**src/rtl/junofirst_snd_pkg.sv**
```systemverilog
// Shared types and constants for the Juno First sound-board AY RC filter.
// Holds the FSM state encoding, cap-select codes and default filter coefficients.
package junofirst_snd_pkg;

    localparam int FRAC_W = 16;

    // Q0.16 coefficients for the three selectable capacitances at 96 kHz.
    localparam logic [15:0] K_47N_DEF  = 16'd15270;
    localparam logic [15:0] K_220N_DEF = 16'd3606;
    localparam logic [15:0] K_267N_DEF = 16'd2989;

    typedef enum logic [2:0] {
        IDLE  = 3'd0,
        MUL_A = 3'd1,
        ACC_A = 3'd2,
        MUL_B = 3'd3,
        ACC_B = 3'd4,
        MUL_C = 3'd5,
        ACC_C = 3'd6
    } state_t;

    typedef enum logic [1:0] {
        CAP_NONE = 2'b00,
        CAP_47N  = 2'b01,
        CAP_220N = 2'b10,
        CAP_267N = 2'b11
    } cap_sel_t;

    function automatic logic [15:0] cap_coef(input cap_sel_t sel,
                                             input logic [15:0] k47,
                                             input logic [15:0] k220,
                                             input logic [15:0] k267);
        logic [15:0] k;
        k = 16'd0;
        case (sel)
            CAP_47N:  k = k47;
            CAP_220N: k = k220;
            CAP_267N: k = k267;
            default:  k = 16'd0;
        endcase
        return k;
    endfunction

endpackage

```
**src/rtl/junofirst_ay_rcfilt_if.sv**
```systemverilog
// Sample-side bus of the AY RC filter: sample enable, raw levels, port B, filtered outputs.
// valid/ready: there is no ready; cen is accepted only in IDLE, out_valid is a one-cycle strobe.
interface junofirst_ay_rcfilt_if;
    import junofirst_snd_pkg::*;

    logic        cen;
    logic [7:0]  ay_a;
    logic [7:0]  ay_b;
    logic [7:0]  ay_c;
    logic [7:0]  ay_portb;
    logic [15:0] out_a;
    logic [15:0] out_b;
    logic [15:0] out_c;
    logic        out_valid;
    state_t      dbg_state;

    modport master (
        output cen, ay_a, ay_b, ay_c, ay_portb,
        input  out_a, out_b, out_c, out_valid, dbg_state
    );

    modport slave (
        input  cen, ay_a, ay_b, ay_c, ay_portb,
        output out_a, out_b, out_c, out_valid, dbg_state
    );

endinterface

```
**src/rtl/junofirst_rc_mac.sv**
```systemverilog
// Shared one-pole RC datapath: registered (x - s) * k product, then the state update.
// The product is captured while mul_en is high and consumed on the following cycle.
module junofirst_rc_mac
    import junofirst_snd_pkg::*;
(
    input  logic               clk,
    input  logic               rst,
    input  logic               mul_en,
    input  logic [15:0]        x,
    input  logic signed [31:0] s,
    input  logic [15:0]        k,
    input  logic               bypass,
    output logic signed [31:0] s_next
);

    logic signed [32:0] d;
    logic signed [16:0] k_ext;
    logic signed [49:0] prod_d;
    logic signed [49:0] prod_q;

    always_comb begin
        d      = $signed({1'b0, x, 16'd0}) - $signed({s[31], s});
        k_ext  = $signed({1'b0, k});
        prod_d = mul_en ? d * k_ext : prod_q;
    end

    always_ff @(posedge clk) begin
        if (rst) begin
            prod_q <= '0;
        end else begin
            prod_q <= prod_d;
        end
    end

    // The state never leaves [0, 8160<<16], so wrapping 32-bit addition is exact.
    always_comb begin
        if (bypass) begin
            s_next = {x, 16'd0};
        end else begin
            s_next = s + 32'(prod_q >>> FRAC_W);
        end
    end

endmodule

```
**src/rtl/junofirst_ay_rcfilt.sv**
```systemverilog
// Switchable RC low-pass for the three AY channels, one MAC time-shared per sample.
// Inputs are snapshotted on the accepted cen; outputs update together on the last step.
module junofirst_ay_rcfilt
    import junofirst_snd_pkg::*;
#(
    parameter logic [15:0] K_47N  = K_47N_DEF,
    parameter logic [15:0] K_220N = K_220N_DEF,
    parameter logic [15:0] K_267N = K_267N_DEF
) (
    input  logic                   clk_49m,
    input  logic                   rst,
    junofirst_ay_rcfilt_if.slave   bus
);

    state_t             state_q, state_d;
    logic [7:0]         xa_q, xa_d, xb_q, xb_d, xc_q, xc_d;
    logic [5:0]         sel_q, sel_d;
    logic signed [31:0] s_a_q, s_a_d, s_b_q, s_b_d, s_c_q, s_c_d;
    logic [15:0]        out_a_q, out_a_d, out_b_q, out_b_d, out_c_q, out_c_d;
    logic               out_valid_q, out_valid_d;

    logic [15:0]        ch_x;
    cap_sel_t           ch_sel;
    logic signed [31:0] ch_s;
    logic               mul_en;
    logic signed [31:0] s_next;

    // Channel steering follows the FSM; MUL and ACC of a channel see the same operands.
    always_comb begin
        case (state_q)
            MUL_B, ACC_B: begin
                ch_x   = {3'd0, xb_q, 5'd0};
                ch_sel = cap_sel_t'(sel_q[3:2]);
                ch_s   = s_b_q;
            end
            MUL_C, ACC_C: begin
                ch_x   = {3'd0, xc_q, 5'd0};
                ch_sel = cap_sel_t'(sel_q[5:4]);
                ch_s   = s_c_q;
            end
            default: begin
                ch_x   = {3'd0, xa_q, 5'd0};
                ch_sel = cap_sel_t'(sel_q[1:0]);
                ch_s   = s_a_q;
            end
        endcase
        mul_en = (state_q == MUL_A) || (state_q == MUL_B) || (state_q == MUL_C);
    end

    junofirst_rc_mac u_mac (
        .clk    (clk_49m),
        .rst    (rst),
        .mul_en (mul_en),
        .x      (ch_x),
        .s      (ch_s),
        .k      (cap_coef(ch_sel, K_47N, K_220N, K_267N)),
        .bypass (ch_sel == CAP_NONE),
        .s_next (s_next)
    );

    always_comb begin
        state_d     = state_q;
        xa_d        = xa_q;
        xb_d        = xb_q;
        xc_d        = xc_q;
        sel_d       = sel_q;
        s_a_d       = s_a_q;
        s_b_d       = s_b_q;
        s_c_d       = s_c_q;
        out_a_d     = out_a_q;
        out_b_d     = out_b_q;
        out_c_d     = out_c_q;
        out_valid_d = 1'b0;
        case (state_q)
            IDLE: begin
                if (bus.cen) begin
                    xa_d    = bus.ay_a;
                    xb_d    = bus.ay_b;
                    xc_d    = bus.ay_c;
                    sel_d   = bus.ay_portb[5:0];
                    state_d = MUL_A;
                end
            end
            MUL_A: state_d = ACC_A;
            ACC_A: begin
                s_a_d   = s_next;
                state_d = MUL_B;
            end
            MUL_B: state_d = ACC_B;
            ACC_B: begin
                s_b_d   = s_next;
                state_d = MUL_C;
            end
            MUL_C: state_d = ACC_C;
            ACC_C: begin
                s_c_d       = s_next;
                out_a_d     = s_a_q[31:16];
                out_b_d     = s_b_q[31:16];
                out_c_d     = s_next[31:16];
                out_valid_d = 1'b1;
                state_d     = IDLE;
            end
            default: state_d = IDLE;
        endcase
    end

    always_ff @(posedge clk_49m) begin
        if (rst) begin
            state_q     <= IDLE;
            xa_q        <= '0;
            xb_q        <= '0;
            xc_q        <= '0;
            sel_q       <= '0;
            s_a_q       <= '0;
            s_b_q       <= '0;
            s_c_q       <= '0;
            out_a_q     <= '0;
            out_b_q     <= '0;
            out_c_q     <= '0;
            out_valid_q <= 1'b0;
        end else begin
            state_q     <= state_d;
            xa_q        <= xa_d;
            xb_q        <= xb_d;
            xc_q        <= xc_d;
            sel_q       <= sel_d;
            s_a_q       <= s_a_d;
            s_b_q       <= s_b_d;
            s_c_q       <= s_c_d;
            out_a_q     <= out_a_d;
            out_b_q     <= out_b_d;
            out_c_q     <= out_c_d;
            out_valid_q <= out_valid_d;
        end
    end

    assign bus.out_a     = out_a_q;
    assign bus.out_b     = out_b_q;
    assign bus.out_c     = out_c_q;
    assign bus.out_valid = out_valid_q;
    assign bus.dbg_state = state_q;

endmodule

```
**src/flat_wrapper.sv**
```systemverilog
// flat-port wrapper written by rule: the top's interface ports become plain ports
module junofirst_ay_rcfilt_flat import junofirst_snd_pkg::*;
#(
    parameter logic [15:0] K_47N  = K_47N_DEF,
    parameter logic [15:0] K_220N = K_220N_DEF,
    parameter logic [15:0] K_267N = K_267N_DEF
)
  (clk_49m, rst, bus_cen, bus_ay_a, bus_ay_b, bus_ay_c, bus_ay_portb, bus_out_a, bus_out_b, bus_out_c, bus_out_valid, bus_dbg_state);
  junofirst_ay_rcfilt_if bus_i ();
  input  logic clk_49m;
  input  logic rst;
  input wire logic [$bits(bus_i.cen)-1:0] bus_cen;
  input wire logic [$bits(bus_i.ay_a)-1:0] bus_ay_a;
  input wire logic [$bits(bus_i.ay_b)-1:0] bus_ay_b;
  input wire logic [$bits(bus_i.ay_c)-1:0] bus_ay_c;
  input wire logic [$bits(bus_i.ay_portb)-1:0] bus_ay_portb;
  output wire logic [$bits(bus_i.out_a)-1:0] bus_out_a;
  output wire logic [$bits(bus_i.out_b)-1:0] bus_out_b;
  output wire logic [$bits(bus_i.out_c)-1:0] bus_out_c;
  output wire logic [$bits(bus_i.out_valid)-1:0] bus_out_valid;
  output wire logic [$bits(bus_i.dbg_state)-1:0] bus_dbg_state;
  assign bus_i.cen = bus_cen;
  assign bus_i.ay_a = bus_ay_a;
  assign bus_i.ay_b = bus_ay_b;
  assign bus_i.ay_c = bus_ay_c;
  assign bus_i.ay_portb = bus_ay_portb;
  assign bus_out_a = bus_i.out_a;
  assign bus_out_b = bus_i.out_b;
  assign bus_out_c = bus_i.out_c;
  assign bus_out_valid = bus_i.out_valid;
  assign bus_dbg_state = bus_i.dbg_state;
  junofirst_ay_rcfilt #(.K_47N(K_47N), .K_220N(K_220N), .K_267N(K_267N)) u_core (.clk_49m(clk_49m), .rst(rst), .bus(bus_i));
endmodule
```
**config.mk**
```make
export PLATFORM = sky130hd
export DESIGN_NAME = junofirst_ay_rcfilt_flat
export DESIGN_NICKNAME = d
export VERILOG_FILES = /design/src/rtl/junofirst_snd_pkg.sv /design/src/rtl/junofirst_ay_rcfilt_if.sv /design/src/rtl/junofirst_rc_mac.sv /design/src/rtl/junofirst_ay_rcfilt.sv /design/src/flat_wrapper.sv
export SDC_FILE = /design/constraint.sdc
export NUM_CORES = 1
export LEC_CHECK = 0
export BUFFER_PORTS_ARGS = -buffer_cell sky130_fd_sc_hd__buf_2
export CORE_MARGIN = 5
export CORE_UTILIZATION = 55
export DETAILED_ROUTE_END_ITERATION = 10
export PLACE_DENSITY = 0.78
export SETUP_SLACK_MARGIN = 0.05
export SYNTH_ARGS = -nofsm -noshare
export SYNTH_HDL_FRONTEND = slang
export SYNTH_SLANG_ARGS = --single-unit
```
**constraint.sdc**
```tcl
create_clock -name clk_49m -period 12.8 [get_ports clk_49m]
set_input_delay 1.28 -clock clk_49m [delete_from_list [all_inputs] [get_ports clk_49m]]
set_output_delay 1.28 -clock clk_49m [all_outputs]
set_load 0.01 [all_outputs]
```
==> run_results.csv <==
group,metric,value,unit
outcome,status,"completed",
grt,grt_max_degree,78,
worst_setup_path,endpoint,"u_core.u_mac.prod_q[47]",
layout,final_cell_mix,"inv_1 (461), nand2_1 (380), fa_1 (378), dfxtp_1 (194), a21oi_1 (190)",
layout,final_common_cell,"inv_1",
power_and_ir_drop,power_density,222.1,mW/mm^2
synthesis,synthArstFlopShare,0,
worst_setup_path,cp_data_required_time,13.14,ns
clock_network,numCtsBuffers,17,
layout,final_cell_area,0.02499,sq mm
die,fp-row-count,76,
worst_setup_path,critPathKind,"flop to flop",
worst_setup_path,rr_startpoint,"u_core.bus.dbg_state[2]",
route,drtIter0Drc,1380,
synthesis,ys.flop_type,"dfxtp_1",
placed_design,dp_cells,3235,
layout,syn2layout_area_growth,5.834,%
route,drtAntennaViolNets,0,
synthesis,syn_avg_cell_area,8.762,sq um
synthesis,synth.cell_area,0.02361,sq mm
clock_network,cts_tree,"built",
die,die_w,217.2,um
route,drc,0,
timing,grt_setup_unrepaired,"false",
grt,grt_usage,0.2652,
synthesis,ys.warnings.count,0,
timing,report.final.slew_viol_count,0,
layout,regArea,0.003884,sq mm
synthesis,synth_nets,3295,
layout,antenna_cells,0,
timing,final-hold-violation-count,0,
timing,min_period,11.02,ns
die,die_h,217.2,um
route,wl,61200,um
clock_network,hold_buffers,0,
grt,antenna_found_initial,0,
timing,post-route-period-util,0.8607,
hold_path,hp-class,"flop to flop",
clock_network,cts_sinks,194,
power_and_ir_drop,power_frac_seq,0.120,
die,fp.coreArea,0.04279,sq mm
timing,setup_viol,0,
clock_network,clockBufferDepth,2,
clock_network,post_cts_resize_count,0,
power_and_ir_drop,p_leak,12.59,nW
clock_network,htree_levels,4,
run,cap_violations,0,
route,wl_per_cell,18.73,um
die,die-area,0.04718,sq mm
worst_setup_path,worstSetupStartpointType,"flop",
route,vias,18750,
layout,fill_cells,3690,
timing,max-slew-margin-rel,0.1471,
layout,drive_gt1_frac,0.06395,
placed_design,dp_hpwl,49810,um
power_and_ir_drop,intPower,0.002689,W
power_and_ir_drop,p_clk_frac,0.092,
synthesis,synth_edf_count,0,
placed_design,gp_routability_congestion,0.9446,
worst_setup_path,rrSetupSlack,1.78,ns
route,dr.pass1.iters,6,
timing,max_freq,0.09077,GHz
worst_setup_path,cpPeakStageDelay,0.76,ns
worst_setup_path,reg2reg_depth,35,
worst_setup_path,r2r_end,"u_core.u_mac.prod_q[47]",
timing,whs,0.4508,ns
worst_setup_path,cp_common_cell,"fa_1",
layout,multi_input_area,0.01747,sq mm
layout,instances_no_fill,3267,
worst_setup_path,crit_path_end_kind,"flop",
clock_network,clk-insertion-delay-late,0.45,ns
power_and_ir_drop,vdd.ir_drop.worst,431.2,uV
grt,grt.overflow.total,0,
placed_design,dpl_cell_area,0.02443,sq mm
timing,fin_worst_skew,0.01040,ns
die,initial_core_util,0.5518,
worst_setup_path,critPathLaunch,"u_core.bus.dbg_state[2]",
grt,grt_pass1_wl,101700,um
timing,tns,0,ns
clock_network,clkTransAtPathRegs,0.07,ns
power_and_ir_drop,switching_share,0.5155,
synthesis,ys_seq_elements,194,
power_and_ir_drop,p_total,0.005551,W
grt,grt_pass1_vias,19920,
worst_setup_path,cp_max_fo,33,
power_and_ir_drop,p_comb_frac,0.787,
synthesis,postSynthCellCount,2695,
timing,worst_pin_slew,1.276,ns
power_and_ir_drop,power.net_switching,0.002862,W
layout,final_nets,3308,
clock_network,root_buffer,"clkbuf_16",
worst_setup_path,slowest_stage,"fa_1",
worst_setup_path,crit_arrival,11.36,ns
die,io-pin-count,87,
synthesis,synth_cell_types,78,
placed_design,port_buffers,84,
synthesis,seq_area_frac_synth,0.1645,
route,via_per_inst,5.738,
clock_network,cts_setup_buffers,0,
[final cells by class]
class,count,area share
Clock inverter,14,0.004756
Clock buffer,18,0.01757
Timing Repair Buffer,116,0.02653
Tap cell,546,0.02734
Sequential cell,194,0.1554
Multi-Input combinational cell,1917,0.6990
Inverter,462,0.06939
[critical path, delay by kind of cell (launching register included)]
kind	cells	cell delay, ns
DFF	1	0.36
AOI/OAI and AO/OA	17	3.83
xor gates and xnor gates	1	0.15
adders and majority gates	8	4.18
buffers and inverters	3	0.80
and+or+nand+nor	6	1.54
[layer usage]
metal	global-route usage	wire, um
met3	0.03144	3414
met2	0.4613	30630
met1	0.3437	24750
met4	0.09564	2409
met5	0	0
[registers in the layout (all words and copies together) (netlist names)]
signal,count
u_core.bus.out_c,16
u_core.bus.out_a,16
u_core.xb_q,8
u_core.xa_q,8
u_core.u_mac.prod_q,32
u_core.bus.out_b,16
u_core.bus.dbg_state,3
u_core.s_c_q,16
u_core.s_a_q,32
u_core.xc_q,8
u_core.s_b_q,32
u_core.sel_q,6
u_core.bus.out_valid,1
[metrics by stage]
stage                       util  setup slack [ns]
final                     0.5840             1.783
after global routing      0.5840             1.208
after global placement    0.5710             2.041
after detailed placement  0.5710             1.848
after CTS                 0.5840             1.843
after floorplan                -             3.451
[logic make-up after synthesis]
kind of cell	after synthesis	share of synthesized area
mux	13	0.005617
xor+xnor	96	0.03592
fa+ha+maj	565	0.4195
buf+inv	584	0.09654
flops	194	0.1645
compound gates	449	0.1229
simple gates	794	0.1550
[cells in the mapped netlist, drive strengths merged (13+ instances only)]
cell type	n	area, sq um
nor3	25	130.1
nor2	143	536.8
a21o	40	300.3
and3	25	156.4
clkbuf	89	334.1
xnor2	67	586.8
or3	17	106.4
inv	461	1730
nand3	23	115.1
a221o	14	140.1
fa	378	7567
ha	187	2340
o21a	18	135.1
xor2	29	261.5
nand3b	20	150.1
dfxtp	194	3884
a22o	15	131.4
nand2	381	1438
a21oi	191	959.7
a211oi	21	157.7
buf	33	211.5
and2	101	631.9
o21ai	48	244.0
nand2b	13	81.33
[worst min-delay path by stage]
| stage | slack [ns] | startpoint | endpoint | cells after the start |
|---|---|---|---|---|
| floorplan | 0.43 | u_core.s_c_q[15] | u_core.s_c_q[15] | 2 |
| global placement | 0.44 | u_core.s_c_q[15] | u_core.s_c_q[15] | 2 |
| detailed placement | 0.44 | u_core.s_c_q[9] | u_core.s_c_q[9] | 2 |
| CTS | 0.45 | u_core.s_c_q[9] | u_core.s_c_q[9] | 2 |
| global route | 0.47 | u_core.s_c_q[9] | u_core.s_c_q[9] | 2 |
| finish | 0.45 | u_core.s_c_q[9] | u_core.s_c_q[9] | 2 |
[power by group through the flow]
stage               sequential, W  combinational (W)  clock (W)
finish                   0.000668            0.00437   0.000513
global route             0.000671            0.00490   0.000542
CTS                      0.000667            0.00436   0.000516
detailed placement       0.000681            0.00433          0
global placement         0.000680            0.00416          0
floorplan                0.000672            0.00329          0
(Power assumes the default switching activity.)
